<file path="src/rtl/dpram_data_arbiter.sv">
// Two-client arbiter in front of a single-port-pair data RAM.
// Round-robin grant with lock ownership and a 1-deep response tag.
module dpram_data_arbiter #(
  parameter int LSU_ADDR_WIDTH = 56,
  parameter int LSU_DATA_WIDTH = 64
) (
  input  logic                          clk,
  input  logic                          rst,
  input  logic [1:0]                    req_valid,
  output logic [1:0]                    req_ready,
  input  logic [1:0]                    req_store,
  input  logic [1:0]                    req_lock,
  input  logic [2*LSU_ADDR_WIDTH-1:0]   req_addr,
  input  logic [2*LSU_DATA_WIDTH-1:0]   req_wdata,
  input  logic [2*LSU_DATA_WIDTH/8-1:0] req_wmask,
  input  logic [3:0]                    req_size,
  input  logic [1:0]                    req_unsign,
  output logic [1:0]                    resp_valid,
  output logic [LSU_DATA_WIDTH-1:0]     resp_data,
  output logic [LSU_DATA_WIDTH/8-1:0]   ram_we,
  output logic [LSU_DATA_WIDTH-1:0]     ram_din,
  output logic [LSU_ADDR_WIDTH-1:0]     ram_waddr,
  output logic [LSU_ADDR_WIDTH-1:0]     ram_raddr,
  output logic [1:0]                    ram_rsize,
  output logic                          ram_unsign,
  input  logic [LSU_DATA_WIDTH-1:0]     ram_dout
);

  localparam int AW = LSU_ADDR_WIDTH;
  localparam int DW = LSU_DATA_WIDTH;
  localparam int MW = LSU_DATA_WIDTH / 8;

  typedef enum logic [1:0] {
    IDLE,
    OWN0,
    OWN1
  } state_e;

  state_e state_q, state_d;
  logic   last_q, last_d;
  logic   tag_v_q, tag_v_d;
  logic   tag_id_q, tag_id_d;
  logic   tag_st_q, tag_st_d;
  logic   sel;
  logic   xfer;
  logic   st;

  always_comb begin
    sel       = 1'b0;
    req_ready = 2'b00;
    unique case (state_q)
      IDLE: begin
        if (req_valid[0] && req_valid[1]) sel = ~last_q;
        else                              sel = req_valid[1];
        if (|req_valid) req_ready = sel ? 2'b10 : 2'b01;
      end
      OWN0: begin
        sel       = 1'b0;
        req_ready = 2'b01;
      end
      OWN1: begin
        sel       = 1'b1;
        req_ready = 2'b10;
      end
      default: begin
        sel       = 1'b0;
        req_ready = 2'b00;
      end
    endcase
    if (!rst) req_ready = 2'b00;
  end

  assign xfer = |(req_valid & req_ready);
  assign st   = sel ? req_store[1] : req_store[0];

  always_comb begin
    state_d  = state_q;
    last_d   = last_q;
    tag_v_d  = xfer;
    tag_id_d = sel;
    tag_st_d = st;
    if (xfer) begin
      last_d = sel;
      if (sel ? req_lock[1] : req_lock[0])
        state_d = sel ? OWN1 : OWN0;
      else
        state_d = IDLE;
    end
  end

  always_ff @(posedge clk) begin
    if (!rst) begin
      state_q  <= IDLE;
      last_q   <= 1'b1;
      tag_v_q  <= 1'b0;
      tag_id_q <= 1'b0;
      tag_st_q <= 1'b0;
    end else begin
      state_q  <= state_d;
      last_q   <= last_d;
      tag_v_q  <= tag_v_d;
      tag_id_q <= tag_id_d;
      tag_st_q <= tag_st_d;
    end
  end

  // RAM address/data follow the selected client; only the write enable is qualified
  assign ram_waddr  = sel ? req_addr[2*AW-1:AW] : req_addr[AW-1:0];
  assign ram_raddr  = ram_waddr;
  assign ram_din    = sel ? req_wdata[2*DW-1:DW] : req_wdata[DW-1:0];
  assign ram_rsize  = sel ? req_size[3:2] : req_size[1:0];
  assign ram_unsign = sel ? req_unsign[1] : req_unsign[0];
  assign ram_we     = (xfer && st)
                    ? (sel ? req_wmask[2*MW-1:MW] : req_wmask[MW-1:0])
                    : '0;

  assign resp_valid = (tag_v_q && rst)
                    ? (tag_id_q ? 2'b10 : 2'b01)
                    : 2'b00;
  assign resp_data  = (tag_v_q && rst && !tag_st_q) ? ram_dout : '0;

endmodule

</file>
<file path="config.mk">
export PLATFORM = sky130hd
export DESIGN_NAME = dpram_data_arbiter
export DESIGN_NICKNAME = d
export VERILOG_FILES = /design/src/rtl/dpram_data_arbiter.sv
export SDC_FILE = /design/constraint.sdc
export NUM_CORES = 1
export LEC_CHECK = 0
export CORE_AREA = 2 2 228 230
export CTS_BUF_LIST = sky130_fd_sc_hd__clkbuf_16
export DETAILED_ROUTE_END_ITERATION = 10
export DIE_AREA = 0 0 230 232
export GPL_ROUTABILITY_DRIVEN = 0
export GPL_TIMING_DRIVEN = 0
export MAX_ROUTING_LAYER = met4
export PLACE_DENSITY_LB_ADDON = 0.15
export SYNTH_ARGS = -nofsm -noshare
export SYNTH_HDL_FRONTEND = slang
export SYNTH_SLANG_ARGS = --single-unit
</file>
<file path="constraint.sdc">
create_clock -name clk -period 1.9 [get_ports clk]
set_input_delay 0.285 -clock clk [delete_from_list [all_inputs] [get_ports clk]]
set_output_delay 0.285 -clock clk [all_outputs]
set_load 0.01 [all_outputs]
</file>
# Word-level counts from Yosys, hierarchy flattened
# Cells that the tools add are included.
[word_totals]
register_bits = 6
elab_cells = 37
input_bits = 334
[op_classes]
n_eq_ne = 2
reduce_logical = 8
mux = 20
n_bitwise = 2
[op_table]
columns = ["operator", "count"]
rows = [
  ["$mux W64", 2],
  ["$mux W56", 1],
  ["$mux W2", 8],
  ["$mux W8", 2],
  ["$pmux W2 S3", 1],
  ["$mux W1", 5],
  ["$logic_and A1 B1 Y1", 4],
  ["$reduce_or A2 Y1", 2],
  ["$and A2 B2 Y2", 1],
  ["$eq A2 B1 Y1 const B", 1],
  ["$eq A2 B2 Y1 const B", 1],
  ["$logic_not A2 Y1", 1],
  ["$pmux W1 S2", 1],
  ["$logic_not A1 Y1", 1],
  ["$not A1 Y1", 1],
]

# Depth between registers and ports, before layout
# Gate-level depths: netlist of the first run.
[depth]
ltp_word = 11
mapped_depth = 7
depth_no_buf = 3

# Worst setup path before layout of the first run
# No wires, ideal clock.
[synth_path]
path_type = "reg-to-output"
from = "register last_q"
to = "output port ram_waddr[37]"
required_time_ns = 1.615
setup_slack_ns = 0.142
path_stages_with_launch = 8
t_arrival_ns = 1.473
n_path_buf = 4
cell_sequence = "dfxtp_1 > a21boi_1 > o21a_1 > buf_6 > buf_8 > buf_8 > mux2_4 > buf_4"
[synth_between]
elab_chain_cells = 5
[synth_lines]
columns = ["item", "line_no", "source"]
rows = [
  ["start, declared", "40", "logic last_q, last_d;"],
  ["start signal, assigned", "100", "last_q <= last_d;"],
  ["$not A1 Y1", "53", "if (req_valid[0] && req_valid[1]) sel = ~last_q;"],
  ["$mux W1", "53", ""],
  ["$mux W1", "51", "unique case (state_q)"],
  ["$pmux W1 S2", "51", ""],
  ["$mux W56", "108", "assign ram_waddr = sel ? req_addr[2*AW-1:AW] : req_addr[AW-1:0];"],
  ["end, declared", "22", "output logic [LSU_ADDR_WIDTH-1:0] ram_waddr,"],
]
# Every way passes these cells. The select of a mux whose other input is x is not followed.

# Worst setup path after layout of the first run
[layout_path]
from = "register state_q[0]"
to = "output port ram_waddr[54]"
[layout_between]
elab_chain_cells = 3
[layout_lines]
columns = ["item", "line_no", "source"]
rows = [
  ["start, declared", "39", "state_e state_q, state_d;"],
  ["start signal, assigned", "99", "state_q <= state_d;"],
  ["$eq A2 B2 Y1 / $logic_not A2 Y1 (equally long branches)", "51", ""],
  ["$pmux W1 S2 *", "51", ""],
  ["$mux W56 *", "108", ""],
]
# Every way passes the cells marked *; elsewhere a longest branch is shown, timed or not.

==> results of run 1 <==
## placed cells by master (no fill, tap or decap), types with 5 or more instances in the layout
master           count
buf_4               57
dlygate4sd2_1       74
nand3_1              7
diode_2              5
buf_6              153
buf_2               29
mux2_4             108
nor2_1               6
dlymetal6s2s_1      25
mux2_2              15
buf_12              20
clkbuf_2            11
clkbuf_4             6
clkbuf_16            6
clkdlybuf4s15_1      5
and3_1               8
and2_1              64
o2111ai_1            9
clkdlybuf4s15_2      9
clkdlybuf4s50_1    331
## routing by layer
layer / global-route usage [%] / vias to the layer above
li1: - / 2444
met1: 10.7 / 2397
met2: 18.3 / 305
met3: 2.76 / 6
met4: 0.383 / 0
met5: - / -
## path summary, 6_finish.rpt
kind / from / end / slack [ns] / cells past startpoint
worst min-delay path: req_valid[0] / last_q / 0.47 / 4
worst min register to register: state_q[0] / state_q[0] / 0.52 / 2
worst max-delay path: state_q[0] / ram_waddr[54] / -0.39 / 9
worst max register to register: state_q[1] / state_q[0] / 0.64 / 4
## registers in the layout, summed over array words and instances, names as in the netlist
register  flops
last_q        1
state_q       2
tag_id_q      1
tag_st_q      1
tag_v_q       1
## report_power, final
part           internal (W)  switching [W]  total (W)
clock network      0.000270      0.0000660   0.000336
registers          0.000139      0.0000109   0.000150
logic               0.00251        0.00133    0.00384
total               0.00291        0.00141    0.00433
## repair_timing
action	4_1_cts	5_1_grt
setup endpoints to repair	255	216
cloned	6	3
hold buffers	0	0
resized for setup	691	244
setup buffers	31	29
pin swaps	3	3
## critical path, delay by kind of cell (launching register included)
kind / cells / cell delay, ns
compound gates: 1 / 0.18
buf+inv: 7 / 0.91
mux: 1 / 0.32
flops: 1 / 0.35
## metrics by stage
| stage | hold slack (ns) | cell area, um^2 | power, W |
|---|---|---|---|
| after floorplan | 0.433 | 3240 | 0.00153 |
| final | 0.466 | 11100 | 0.00433 |
| after CTS | 0.542 | 10600 | 0.00413 |
| after global routing | 0.500 | 11100 | 0.00456 |
| after global placement | 0.539 | 9960 | 0.00353 |
| after detailed placement | 0.527 | 9960 | 0.00351 |
## final cells by class
type	count	area (um^2)	area share, %
buffer	81	933	8.40
inverter	2	10.0	0.0901
multi-input combinational	248	2640	23.8
sequential	6	128	1.15
clock buffer	3	75.1	0.676
tap	680	851	7.66
antenna	5	12.5	0.113
timing repair buffer	650	6460	58.1
## cells by family (layout without fill, tap and decap cells)
| family | after synthesis | count (layout) | share of synthesized area [%] |
|---|---|---|---|
| flip-flops | 6 | 6 | 3.71 |
| other | 0 | 5 | 0 |
| AO/OA/AOI/OAI | 25 | 25 | 5.68 |
| multiplexers | 125 | 125 | 52.9 |
| AND/OR/NAND/NOR | 98 | 98 | 17.6 |
| buffers and inverters | 84 | 736 | 20.0 |
==> impl_metrics.json, run 1 <==
{
  "ir_drop_mv": 0.239,
  "dp.cells": 1605,
  "wl_um": 28500,
  "start_util_pct": 6.36,
  "globalRouteOverflowTotal": 0,
  "ys_ff_latch": 6,
  "drive_gt1_share_pct": 43.5,
  "synth_edf_count": 0,
  "fin_crit_sh_pct": 120,
  "ys_warn_count": 0,
  "cpMostUsedCell": "buf_6",
  "violations": "setup timing",
  "cpPeakStageDelay_ns": 0.35,
  "dieArea_um2": 53400,
  "worst_slew_pin_slew_ns": 0.570,
  "ys_types": 27,
  "clk_pin_slew_ns": 0.03,
  "drtIter0Drc": 92,
  "async_flop_share_pct": 0,
  "cpMaxStageDelayCell": "dfxtp_4",
  "grt_max_degree": 11,
  "cp-start-kind": "register",
  "dr_total_vias": 5152,
  "routed-wl-met3_um": 2420,
  "setup_viol": 187,
  "fin_crit_ns": 2.29,
  "fp.coreArea_um2": 50900,
  "top_layer": "met4",
  "yosys-top-cells-area": "mux2_4 38%, mux2_2 14%, buf_4 13%",
  "synth_area_um2": 3240,
  "post-place-ws_ns": -1.22,
  "finClkSkew_ns": 0.000747,
  "fmax_ghz": 0.437,
  "route.met2.wl_um": 15400,
  "synthTopCellsByCount": "82 x mux2_4, 64 x and2_1, 56 x buf_4",
  "setup_ws_ns": -0.388,
  "ant_nets": 0,
  "vias_per_cell": 3.08,
  "met1_length_um": 10500,
  "antenna_found_initial": 4,
  "max_cap_violations": 0,
  "report.final.hold_viol_count": 0,
  "grt_pass1_wl_um": 37200,
  "final_cells": 1675,
  "cts_max_level": 1,
  "drt-pass1-iter-count": 4,
  "synth_most_common_cell": "mux2_4",
  "relSlewSlack_pct": 62.0,
  "syn-num-nets": 672,
  "yosys_most_used_dff": "dfxtp_1",
  "port_buffers": 587,
  "crit_required_ns": 1.62,
  "dp_hpwl_um": 24000,
  "nets": 1326,
  "tritoncts": "done",
  "rsz0062_at_grt": "yes",
  "clock_latency_ns": 0.23,
  "tns_ns": -43.67,
  "die_h_um": 232,
  "path_class": "register to primary output",
  "critical_path.max_fanout": 9,
  "row_count": 83,
  "drv_slew": 0,
  "routedWlPerCell_um": 17.0,
  "synth_top_area_share_pct": 38.1,
  "status": "finished, violations left",
  "n_fill_cell": 5618,
  "chipWidth_um": 230,
  "arrival_ns": 2.00,
  "setup.worst_path.end_class": "primary output",
  "seq_area_frac_synth_pct": 3.71,
  "yosys.area.top_type": "mux2_4",
  "cts.sinks": 6,
  "cts_max_path_buffers": 2,
  "p_leak_nw": 5.24,
  "syn_to_final_growth_pct": 243,
  "grt_usage_pct": 9.75,
  "cts-root-buf": "clkbuf_16",
  "syn_inst": 338,
  "hold_class": "primary input to register",
  "io_pins": 589,
  "drc_errors": 0,
  "syn_avg_cell_area_um2": 9.57,
  "grt_pass1_vias": 5182,
  "cts_made_buffers": 3,
  "cellPowerDensity_nw_per_um2": 389,
  "finalCoreUtilization_pct": 21.8,
  "path_cells": "inv_4 > o21a_1 > buf_12 > buf_12 > buf_6 > clkbuf_16 > mux2_4 > buf_6 > buf_6"
}
Note: power is estimated with default switching activity, not from simulation.
==> inputs of run 2 (changes only) <==
- GPL_TIMING_DRIVEN: 0 -> 1
- SLEW_MARGIN: default -> 20
==> impl_metrics.json, run 2 (same netlist as run 1, synthesis figures left out) <==
{
  "status": "finished, violations left",
  "violations": "setup timing",
  "dp_hpwl_um": 22600,
  "reg2reg_depth": 5,
  "cts_max_level": 1,
  "switchingPower_w": 0.00141,
  "arrival_ns": 1.99,
  "fin_crit_sh_pct": 120,
  "wl_um": 27200,
  "power_frac_seq_pct": 3.4,
  "setup.worst_path.end": "ram_raddr[39]",
  "antenna_found_initial": 0,
  "timing.rr.end": "tag_st_q",
  "nets": 1303,
  "worstReg2RegStart": "state_q[0]",
  "post-place-ws_ns": -0.864,
  "p_leak_nw": 5.02,
  "final_common_cell": "clkdlybuf4s50_1",
  "fin_crit_ns": 2.27,
  "max_cap_violations": 0,
  "io_pins": 589,
  "p_sw_share_pct": 32.5,
  "start_util_pct": 6.36,
  "cts_max_path_buffers": 2,
  "setup_ws_ns": -0.374,
  "hold_class": "primary input to register",
  "rrSetupSlack_ns": 0.81,
  "relSlewSlack_pct": 76.5,
  "drive_gt1_share_pct": 45.9,
  "fmax_ghz": 0.440,
  "crit_required_ns": 1.62,
  "drt-pass1-iter-count": 4,
  "grt_pass1_wl_um": 36200,
  "hold_slack_ns": 0.585,
  "path_class": "register to primary output",
  "setup.worst_path.end_class": "primary output",
  "cts_made_buffers": 3,
  "drtIter0Drc": 135,
  "port_buffers": 588,
  "ir_drop_mv": 0.273,
  "p_comb_share_pct": 88.7,
  "tns_ns": -37.54,
  "row_count": 83,
  "largest_reg_flops": 2,
  "critical_path.max_fanout": 5,
  "dieArea_um2": 53400,
  "die_h_um": 232,
  "cts.sinks": 6,
  "cp-start-kind": "register",
  "routedWlPerCell_um": 16.5,
  "clock_latency_ns": 0.23,
  "drv_slew": 0,
  "startpoint": "last_q",
  "chipWidth_um": 230,
  "grt_pass1_vias": 5096,
  "report.final.hold_viol_count": 0,
  "cts-root-buf": "clkbuf_16",
  "grt_max_degree": 24,
  "cts_hold_buffers": 0,
  "ant_nets": 0,
  "antenna_cells": 0,
  "setup_viol": 183,
  "worst_slew_pin_slew_ns": 0.352,
  "syn_to_final_growth_pct": 239,
  "clockPowerShare_pct": 7.9,
  "drc_errors": 0,
  "clk_pin_slew_ns": 0.04,
  "mostFrequentLayoutCells": "332 x clkdlybuf4s50_1, 178 x buf_6, 115 x mux2_4, 71 x dlygate4sd2_1, 64 x and2_1",
  "vias_per_cell": 3.04,
  "p_int_w": 0.00293,
  "fp.coreArea_um2": 50900,
  "dr_total_vias": 5008,
  "cellPowerDensity_nw_per_um2": 395,
  "grt_usage_pct": 9.45,
  "globalRouteOverflowTotal": 0,
  "regMostFlops": "state_q",
  "rsz0062_at_grt": "yes",
  "finClkSkew_ns": 0.00220,
  "tritoncts": "done"
}
==> run 2: cell count changes in the layout (fill, tap and decap cells not counted), sizes merged, moves of 2 or more <==
cell and delta:
buf -2, diode -5, dlygate4sd2 -3, dlymetal6s2s -25, clkdlybuf4s15 -11, clkbuf +16
==> run 2: area by class of cell <==
cell class,count,area [um^2]
tap,680,851
sequential,6,121
inverter,2,7.51
multi-input combinational,248,2720
clock buffer,3,75.1
timing repair buffer,708,7210
fill,5623,39900
==> run 2: power by group through the flow <==
stage	Combinational [W]	Sequential, W	Clock [W]
6_report	0.00384	0.000149	0.000342
5_1_grt	0.00407	0.000150	0.000356
4_1_cts	0.00349	0.000148	0.000346
3_5_place_dp	0.00321	0.000148	0
3_3_place_gp	0.00324	0.000149	0
2_1_floorplan	0.00138	0.000147	0
==> run 2: worst min path at each step <==
stage                       to  cells after the start    startpoint
floorplan             tag_st_q                      2  req_store[1]
global placement    state_q[0]                      3    state_q[0]
detailed placement      last_q                      2        last_q
CTS                     last_q                      3           rst
global route            last_q                      3           rst
finish                  last_q                      5  req_valid[0]
==> run 2: layer usage <==
metal  part of all wire, %  wire length [um]  track usage, %
met5                     0                 0               -
met1                    38             10200            10.5
met3                   7.1              1940            1.95
met2                    55             14900            18.0
met4                  0.32                87           0.565
==> run 2: timing repair <==
action,in CTS,in global routing
pin swaps,7,6
setup endpoints to repair,255,196
resized for setup,693,365
gates cloned,5,2
hold endpoints to repair,0,0
setup buffers,41,33
==> run 2: worst max-delay path: stages (launching register included) <==
cell and delay (ns):
dfxtp_2 0.35, a21boi_4 0.06, o21a_4 0.21, buf_12 0.13
buf_16 0.14, buf_12 0.15, clkbuf_16 0.16, buf_8 0.12
mux2_4 0.30, buf_6 0.12
==> run 2: stage by stage <==
stage	std cells	power (W)	utilization [%]	area [um^2]
4_1_cts	1616	0.00398	20.5	10400
2_1_floorplan	338	0.00153	-	3240
3_5_place_dp	1567	0.00336	19.3	9810
6_report	1647	0.00434	21.6	11000
3_3_place_gp	1567	0.00339	19.3	9810
5_1_grt	1647	0.00458	21.6	11000
